`config.mk`:
```
export PLATFORM = sky130hd
export DESIGN_NAME = display_scan_ctrl
export DESIGN_NICKNAME = d
export VERILOG_FILES = /design/src/rtl/display_scan_ctrl.sv
export SDC_FILE = /design/constraint.sdc
export NUM_CORES = 1
export LEC_CHECK = 0
export CAP_MARGIN = 25
export CORE_MARGIN = 8
export CORE_UTILIZATION = 55
export CTS_BUF_LIST = sky130_fd_sc_hd__clkbuf_8
export CTS_CLUSTER_SIZE = 10
export DETAILED_ROUTE_END_ITERATION = 6
export HOLD_SLACK_MARGIN = 0.12
export PLACE_DENSITY = 0.85
export SETUP_SLACK_MARGIN = 0.4
export SLEW_MARGIN = 30
export SYNTH_ARGS = -nofsm -noshare
export SYNTH_HDL_FRONTEND = slang
export SYNTH_SLANG_ARGS = --single-unit
export TNS_END_PERCENT = 50
```
`constraint.sdc`:
```
create_clock -name clk -period 4.05 [get_ports clk]
set_input_delay 0.81 -clock clk [delete_from_list [all_inputs] [get_ports clk]]
set_output_delay 0.81 -clock clk [all_outputs]
set_load 0.05 [all_outputs]
```
`src/rtl/display_scan_ctrl.sv`:
```
// display_scan_ctrl: keypad digit-entry buffer plus a time-multiplexed scan
// scheduler. It drives one shared 7-segment decoder and DIGITS active-low
// anodes. Every digit slot starts with a blanking gap to suppress ghosting.
module display_scan_ctrl #(
    parameter int DIGITS   = 4,
    parameter int SCAN_DIV = 50000,
    parameter int BLANK    = 16
) (
    input  logic                          clk,
    input  logic                          rst,
    input  logic                          key_valid,
    input  logic [15:0]                   key_code,
    input  logic                          clr,
    output logic [15:0]                   dec_data,
    output logic                          dec_en,
    output logic [DIGITS-1:0]             an,
    output logic [$clog2(DIGITS+1)-1:0]   count,
    output logic                          full
);

    localparam int PW = $clog2(SCAN_DIV);
    localparam int IW = $clog2(DIGITS);
    localparam int CW = $clog2(DIGITS+1);

    localparam logic [DIGITS-1:0] AN_ONE = DIGITS'(1);

    typedef enum logic {
        PH_BLANK,
        PH_DRIVE
    } phase_t;

    logic [15:0]       slot [DIGITS];
    logic [DIGITS-1:0] valid;
    logic [CW-1:0]     cnt_q;
    logic [PW-1:0]     pre;
    logic [IW-1:0]     idx;
    logic              code_onehot;
    logic              accept;
    phase_t            phase;

    // A key counts only if exactly one keypad line is active.
    assign code_onehot = (key_code != 16'd0) &&
                         ((key_code & (key_code - 16'd1)) == 16'd0);
    assign accept      = key_valid && !clr && (cnt_q < CW'(DIGITS)) && code_onehot;

    // The first BLANK cycles of every slot are dark. The rest of the slot drives the digit.
    assign phase = (pre < PW'(BLANK)) ? PH_BLANK : PH_DRIVE;

    assign count = cnt_q;
    assign full  = (cnt_q == CW'(DIGITS));

    // Entry buffer: an accepted key shifts in at slot 0. clr empties the buffer and takes priority over a key.
    always_ff @(posedge clk or posedge rst) begin
        if (rst) begin
            // NOTE: the slot storage is reset along with the valid bits,
            // so a reset leaves no stale code visible on dec_data.
            for (int i = 0; i < DIGITS; i++) slot[i] <= 16'd0;
            valid <= '0;
            cnt_q <= '0;
        end else if (clr) begin
            for (int i = 0; i < DIGITS; i++) slot[i] <= 16'd0;
            valid <= '0;
            cnt_q <= '0;
        end else if (accept) begin
            // NOTE: non-blocking assignments make every slot read its
            // neighbour's old value, so the loop order does not matter.
            for (int i = DIGITS-1; i > 0; i--) slot[i] <= slot[i-1];
            slot[0] <= key_code;
            valid   <= {valid[DIGITS-2:0], 1'b1};
            cnt_q   <= cnt_q + CW'(1);
        end
    end

    // Free-running scan prescaler and digit index. Key activity and clr do not affect them.
    always_ff @(posedge clk or posedge rst) begin
        if (rst) begin
            pre <= '0;
            idx <= '0;
        end else if (pre == PW'(SCAN_DIV-1)) begin
            pre <= '0;
            idx <= (idx == IW'(DIGITS-1)) ? '0 : idx + IW'(1);
        end else begin
            pre <= pre + PW'(1);
        end
    end

    // Registered slot outputs: drive the selected digit in DRIVE only when its entry is valid. Stay dark otherwise.
    always_ff @(posedge clk or posedge rst) begin
        if (rst) begin
            an       <= '1;
            dec_en   <= 1'b0;
            dec_data <= 16'd0;
        end else begin
            an       <= '1;
            dec_en   <= 1'b0;
            dec_data <= 16'd0;
            case (phase)
                PH_DRIVE: begin
                    if (valid[idx]) begin
                        an       <= ~(AN_ONE << idx);
                        dec_en   <= 1'b1;
                        dec_data <= slot[idx];
                    end
                end
                default: ;
            endcase
        end
    end

endmodule

```
### Word level (Yosys, flattened, before mapping)

Index checks and enable logic that the tools add are counted.

| word-level totals | value |
|---|---|
| flip-flop bits (word level) | 110 |
| word-level logic and storage cells | 53 |

| cells by class | value |
|---|---|
| add/sub/neg operators | 4 |
| magnitude comparators | 4 |
| equality and inequality tests | 3 |
| shifts and indexed selects | 1 |
| muxes and demuxes | 19 |
| bitwise logic cells | 3 |
| reduce and logical (&&, ||, !) cells | 8 |

Operator list:

| kind | number |
|---|---|
| $mux 64 | 2 |
| $mux 16 | 5 |
| $bmux 16 s2 | 1 |
| $add 16x1->16 const B | 1 |
| $and 16x16->16 | 1 |
| $eq 16x16->1 const B | 1 |
| $logic_not 16->1 | 1 |
| $lt 16x5->1 const B | 1 |
| $mux 4 | 4 |
| $reduce_bool 16->1 | 1 |
| $sub 16x1->16 const B | 1 |
| $mux 3 | 2 |
| $logic_and 1x1->1 | 4 |
| $not 4->4 | 1 |
| $shl 1x2->4 const A | 1 |
| $add 3x1->3 const B | 1 |
| $eq 3x3->1 const B | 1 |
| $ge 3x3->1 const B | 1 |
| $lt 2x3->1 const B | 1 |
| $lt 3x3->1 const B | 1 |
| $mux 1 | 3 |
| $not 2->3 | 1 |
| $add 2x1->2 const B | 1 |
| $bmux 1 s2 | 1 |
| other kinds (4) | 4 |

### Longest topological paths before layout

Gate-level depths: netlist of the first run.

| depth | value |
|---|---|
| depth in word-level cells | 7 |
| depth in mapped cells | 8 |

### Least setup slack after synthesis of the first run

Ideal clock, no wire load.

| path | value |
|---|---|
| path type | input to register |
| start | input key_code[3] |
| end | register cnt_q[0] (netlist: count[0]) |
| data arrival time | 3.011 ns |
| data required time | 3.925 ns |
| slack | 0.914 ns |
| stages on the path | 7 |
| path buffers | 1 |
| cell sequence | or4_4 -> or3_1 -> maj3_2 -> o31a_1 -> a2111oi_2 -> buf_6 -> mux2_2 |

| between the ends | value |
|---|---|
| cells in the longest elaborated chain, start to end | 6 |

Ends and longest elaborated chain:

| element | line | text |
|---|---|---|
| start: declaration | 12 | `input logic [15:0] key_code,` |
| $sub 16x1->16 | 43 | `((key_code & (key_code - 16'd1)) == 16'd0);` |
| $and 16x16->16 | 43 |  |
| $logic_not 16->1 | 43 |  |
| $logic_and 1x1->1 * | 42 | `assign code_onehot = (key_code != 16'd0) &&` |
| $logic_and 1x1->1 * | 44 | `assign accept = key_valid && !clr && (cnt_q < CW'(DIGITS)) && code_onehot;` |
| $reduce_bool 2->1 (no source line) * | n/a |  |
| end signal: assignment | 70 | `cnt_q <= cnt_q + CW'(1);` |
| end: declaration | 34 | `logic [CW-1:0] cnt_q;` |

Every way passes the cells marked *; elsewhere a longest branch is shown, timed or not.
A chain may end at the register's enable or synchronous reset.

### Worst setup path in the final report of the first run

| path | value |
|---|---|
| start | input key_code[2] |
| end | register slot[16] (netlist bit) |

| between the ends | value |
|---|---|
| cells in the longest elaborated chain, start to end | 6 |

Ends and longest elaborated chain:

| element | line | text |
|---|---|---|
| $sub 16x1->16 | 43 |  |
| $and 16x16->16 | 43 |  |
| $logic_not 16->1 | 43 |  |
| $logic_and 1x1->1 * | 42 |  |
| $logic_and 1x1->1 * | 44 |  |
| $reduce_bool 2->1 (no source line) * | n/a |  |
| end: declaration | 32 | `logic [15:0] slot [DIGITS];` |

Marks and branches as above.

==> reports/results.ini, run 1 <==
[outcome]
status=finished, final reports clean

[placed_design]
io_buffers=44
hpwl_um=6662
placed_cell_area_sq_um=5675
dp_slack_ns=0.2583
gp_congestion=0.7956

[timing]
tightestPinTransition_ns=0.7281
finalWorstSetupSlack_ns=0.6129
max_freq_mhz=290.9
tns_ns=0
slew_viol_final=0
relSlewSlack_pct=51.39
timing.final.hold_violations=0
rsz0062_at_grt=no
finalSetupViolCount=0
fin_crit_sh_pct=84.87
min_period_ns=3.437
finClkSkew_ns=0.008983

[worst_setup_path]
end_kind=flip-flop
critical-path-top-delay-family=simple AND/OR/NAND/NOR gates
cp.required_ns=4.34
worstSetupPathType=in -> reg
max_stage_delay_ns=0.57
crit_fanout=19
critical_path_arrival_ns=3.72
r2r_start=idx[0]$_DFFE_PP0N_
crit_buf_inv=3
crit_start=key_code[2]
worstSetupStartpointType=primary input
crit_chain=clkdlybuf4s50_1 > or4_4 > or3_1 > maj3_2 > o31a_1 > a2111oi_4 > buf_4 > buf_12 > mux2i_1
crit_slowest_cell=or4_4

[die]
die_y_um=112.8
start_util_pct=56.27
dieArea_sq_um=12720
rows=35
fp.dieW_um=112.8
ios=45
core_sq_um=9153

[cells_and_area]
final_util_pct=64.59
final_common_cell=dfrtp_1
fin_area_sq_um=5912
n_fill_cell=685
area_growth_pct=14.80
diodes=0
nNetsFinal=498
drive_above_1_share_pct=11.34
mostFrequentLayoutCells=dfrtp_1, nand2_1, mux2i_1

[route]
drc_errors=0
wl_per_cell_um=16.89
dr.pass1.iters=4
num_vias=3304
antenna_left=0
avgViaCountPerCell=5.629
routed_wl_um=9916
drt_iter0_drc=152

[yosys]
synth_edf_count=0
ys_types=40
syn_nets=455
avgSynthCellArea_sq_um=12.03
synth.cell_area_sq_um=5150
synth_cells=428
yosysWarnings=0
synth_seq_cells=110
synth_async_sr_flop_share_pct=100.0
synth-main-ff-cell=dfrtp_1
synth-seq-area-share_pct=53.55

[power]
ir_worst_vdd_mv=0.1561
p_leak_nw=2.462
fin_total_pwr_w=0.001929
pwr_density_cell_nw_per_um2=326.3

[clock_tree]
clockBufferDepth=2
cts_tree=built
cts_hold_buf=0
cts_sinks=110
clock_latency_ns=0.37
cts-root-buf=clkbuf_8
h-tree-depth=3
cts_buffers=9
cts_setup_buffers=0
clk_pin_slew_ns=0.09
cts_resized=0

[global_route]
antenna_found_initial=0
grt.total_usage_pct=16.43
grt_pass1_vias=3493
grt_pass1_wl_um=16870
overflow=0
grt_start_max_net_pins=83

[run]
max_cap_viol_count=0

[hold_path]
hp-class=reg -> reg
min-delay-start=pre[0]$_DFF_PP0_

-- metal layers --
layer / up-vias / GRT usage (%) / share of wire, %
met3: 10 / 3.940 / 4.1
met2: 69 / 27.45 / 51
met4: 0 / 6.835 / 1.4
met5: - / 0 / 0
met1: 1672 / 20.03 / 44
li1: 1553 / - / -
-- cell families (layout without fill, tap and decap cells) --
group                      after synthesis  in the layout  share of synthesized area (%)
and+or+nand+nor                        160            160                          13.87
AOI/OAI and AO/OA                       15             15                          2.162
muxes                                   87             87                          21.06
adders and majority gates                9              9                          2.114
DFF                                    110            110                          53.55
xor gates and xnor gates                15             15                          2.551
buffers and inverters                   32             80                          4.689
-- cell type report --
type / count / area (sq um) / area share, %
multi-input cells: 286 / 2175 / 36.78
well taps: 111 / 138.9 / 2.349
inverters: 9 / 37.54 / 0.6349
repair buffers: 55 / 573.1 / 9.693
clock inverters: 7 / 106.4 / 1.799
flip-flops and latches: 110 / 2758 / 46.65
clock buffers: 9 / 123.9 / 2.095
-- worst paths after layout --
path / to / slack [ns] / depth (start not counted)
max in group asynchronous: dec_data[5]$_DFF_PP0_ / 2.37 / 3
setup / recovery: slot[16]$_DFFE_PP0P_ / 0.61 / 9
hold / removal: pre[0]$_DFF_PP0_ / 0.50 / 1
min in group asynchronous: dec_data[9]$_DFF_PP0_ / 0.87 / 2
setup reg to reg: an[2]$_DFF_PP1_ / 2.06 / 5
hold reg to reg: pre[0]$_DFF_PP0_ / 0.50 / 1
-- worst register-to-register path, stage by stage (launching register included) --
cell	delay (ns)
dfrtp_1	0.73
mux4_2	0.60
o31ai_2	0.08
buf_4	0.30
inv_1	0.14
nand2_1	0.09
-- cells in the mapped netlist, types with 2 or more instances --
master	n	share of area, %
nand4_1	2	0.24
dfstp_2	4	2.0
xor2_1	10	1.7
clkbuf_1	15	1.1
mux4_2	17	7.4
nand3_1	7	0.68
buf_12	7	2.7
inv_1	8	0.58
nand2_1	98	7.1
or4_1	2	0.29
nor4_1	4	0.49
nor2_1	15	1.1
nor3_1	5	0.49
o21ai_0	5	0.49
a211oi_1	2	0.29
xnor2_1	5	0.85
ha_1	7	1.7
nand2b_1	2	0.24
nor2b_1	18	2.2
or3_1	2	0.24
mux2i_1	69	13
dfrtp_1	106	52
-- where the power goes --
group / switching [W] / internal [W] / total (W)
Clock: 0.000350 / 0.000404 / 0.000754
Combinational: 0.0000512 / 0.0000265 / 0.0000777
Sequential: 0.00000000444 / 0.00110 / 0.00110
-- per-stage QoR --
| step | instances | hold slack, ns |
|---|---|---|
| global placement | 571 | 0.4745 |
| floorplan | 428 | 0.4547 |
| global route | 587 | 0.5151 |
| CTS | 587 | 0.5000 |
| finish | 587 | 0.4996 |
| detailed placement | 571 | 0.4874 |
-- state kept, by name, summed over array words and instances (netlist names) --
name / count
slot: 64
an: 4
dec_data: 16
idx: 2
pre: 16
valid: 4
dec_en: 1
count: 3
No activity file was read; power rests on OpenSTA's default activity.
==> inputs of run 2 (changes only) <==
==> constraint.sdc (replaced) <==
create_clock -name clk -period 3.6 [get_ports clk]
set_input_delay 0.72 -clock clk [delete_from_list [all_inputs] [get_ports clk]]
set_output_delay 0.72 -clock clk [all_outputs]
set_load 0.05 [all_outputs]
==> reports/results.ini, run 2 (synthesis results as in run 1) <==
[die]
core_sq_um=9153
ios=45
die_y_um=112.8
fp.dieW_um=112.8
rows=35
dieArea_sq_um=12720
start_util_pct=56.27

[run]
max_cap_viol_count=0

[worst_setup_path]
worst_r2r_path_depth=5
crit_fanout=5
worstSetupPathType=in -> reg
end_kind=flip-flop
worstSetupStartpointType=primary input
critical_path_arrival_ns=3.37
cp.required_ns=3.88

[clock_tree]
clock_latency_ns=0.37
cts_tree=built
cts-root-buf=clkbuf_8
h-tree-depth=3
clk_pin_slew_ns=0.10
cts_sinks=110
cts_hold_buf=0
cts_buffers=9
clockBufferDepth=2

[global_route]
overflow=0
grt_pass1_wl_um=16740
use_met3_pct=3.887
grt_start_max_net_pins=54
antenna_found_initial=0
use_met2_pct=27.13
grt.busiest_layer=met2
grt.total_usage_pct=16.32
grt_pass1_vias=3450
grtUsageMet1_pct=20.19

[timing]
min_period_ns=3.090
rsz0062_at_grt=no
finalWorstSetupSlack_ns=0.5096
fin_crit_sh_pct=85.85
finClkSkew_ns=0.01153
hold_slack_ns=0.5106
relSlewSlack_pct=40.61
tightestPinTransition_ns=0.8828
finalSetupViolCount=0
slew_viol_final=0
max_freq_mhz=323.6
timing.final.hold_violations=0

[route]
wl_per_cell_um=17.12
antenna_left=0
avgViaCountPerCell=5.632
dr.pass1.iters=5
routed_wl_um=10240
drt_iter0_drc=165
drc_errors=0
num_vias=3368

[cells_and_area]
drive_above_1_share_pct=14.17
largest_register=slot
diodes=0
final_util_pct=66.33
nNetsFinal=509
largest_reg_flops=64
n_fill_cell=674
mostFrequentLayoutCells=dfrtp_1, nand2_1, mux2i_1
area_growth_pct=17.88
multi_input_area_sq_um=2176
reg.largest.list=slot x64, dec_data x16, pre x16
final_common_cell=dfrtp_1
ff_latch_area_sq_um=2758

[power]
fin_total_pwr_w=0.002018
p_leak_nw=2.557
ir_worst_vdd_mv=0.2125
pwr_density_cell_nw_per_um2=332.4

[outcome]
status=finished, final reports clean

[placed_design]
dp_slack_ns=-0.03126
hpwl_um=6834
io_buffers=44
gp_congestion=0.7495

[hold_path]
hp-class=reg -> reg
hold_depth=1

[run 2: cell types whose count changed in the layout (fill, tap and decap cells not counted), moves of 2 or more]
cell	delta
bufinv_16	-3
dlymetal6s2s_1	+4
inv_1	-3
buf_6	+3
clkbuf_16	+4
mux2i_1	-2
mux2i_2	+2
buf_4	+2
inv_6	+3
clkdlybuf4s50_1	-4
[run 2: final timing paths]
kind | startpoint | end | slack, ns
max | key_code[3] | slot[20]$_DFFE_PP0P_ | 0.51
min in group asynchronous | rst | dec_data[6]$_DFF_PP0_ | 0.76
min | pre[0]$_DFF_PP0_ | pre[0]$_DFF_PP0_ | 0.51
min reg2reg | pre[0]$_DFF_PP0_ | pre[0]$_DFF_PP0_ | 0.51
max in group asynchronous | rst | slot[28]$_DFFE_PP0P_ | 2.06
max reg2reg | pre[11]$_DFF_PP0_ | pre[0]$_DFF_PP0_ | 1.49
[run 2: metal layers]
| layer | vias to the layer above | part of all wire (%) |
|---|---|---|
| met4 | 0 | 1.6 |
| li1 | 1565 | - |
| met2 | 77 | 52 |
| met1 | 1711 | 42 |
| met5 | - | 0 |
| met3 | 15 | 3.9 |
[run 2: metrics by stage]
stage | cell area (sq um) | TNS [ns] | cells
floorplan | 5154 | 0 | 428
global placement | 5710 | 0 | 574
detailed placement | 5710 | -0.03126 | 574
CTS | 5932 | 0 | 591
global route | 6071 | 0 | 598
finish | 6071 | 0 | 598
[run 2: final cells by class]
type	instances	area share (%)
timing repair buffer	66	12.84
clock buffer	10	2.267
tap	111	2.288
inverter	9	0.6183
sequential	110	45.42
multi-input combinational	286	35.84
clock inverter	6	0.7214
[run 2: worst max-delay path, cell delays in order]
cell and delay [ns]:
dlymetal6s2s_1 0.14, or4_4 0.56, or3_1 0.33, maj3_2 0.31, o31a_1 0.27, a2111oi_4 0.43, buf_6 0.24, buf_12 0.14
mux2i_2 0.22
[run 2: power by group]
group          switching (W)  internal, W  total [W]
combinational      0.0000580    0.0000302  0.0000883
clock               0.000419     0.000276   0.000695
sequential     0.00000000490      0.00123    0.00123
total               0.000477      0.00154    0.00202
[run 2: what timing repair did]
item,4_1_cts,5_1_grt
pin swaps,0,2
buffers inserted,0,1
gates resized for setup,2,9
endpoints found under the hold margin,0,0
endpoints found under the setup margin,29,71
gates cloned,1,6
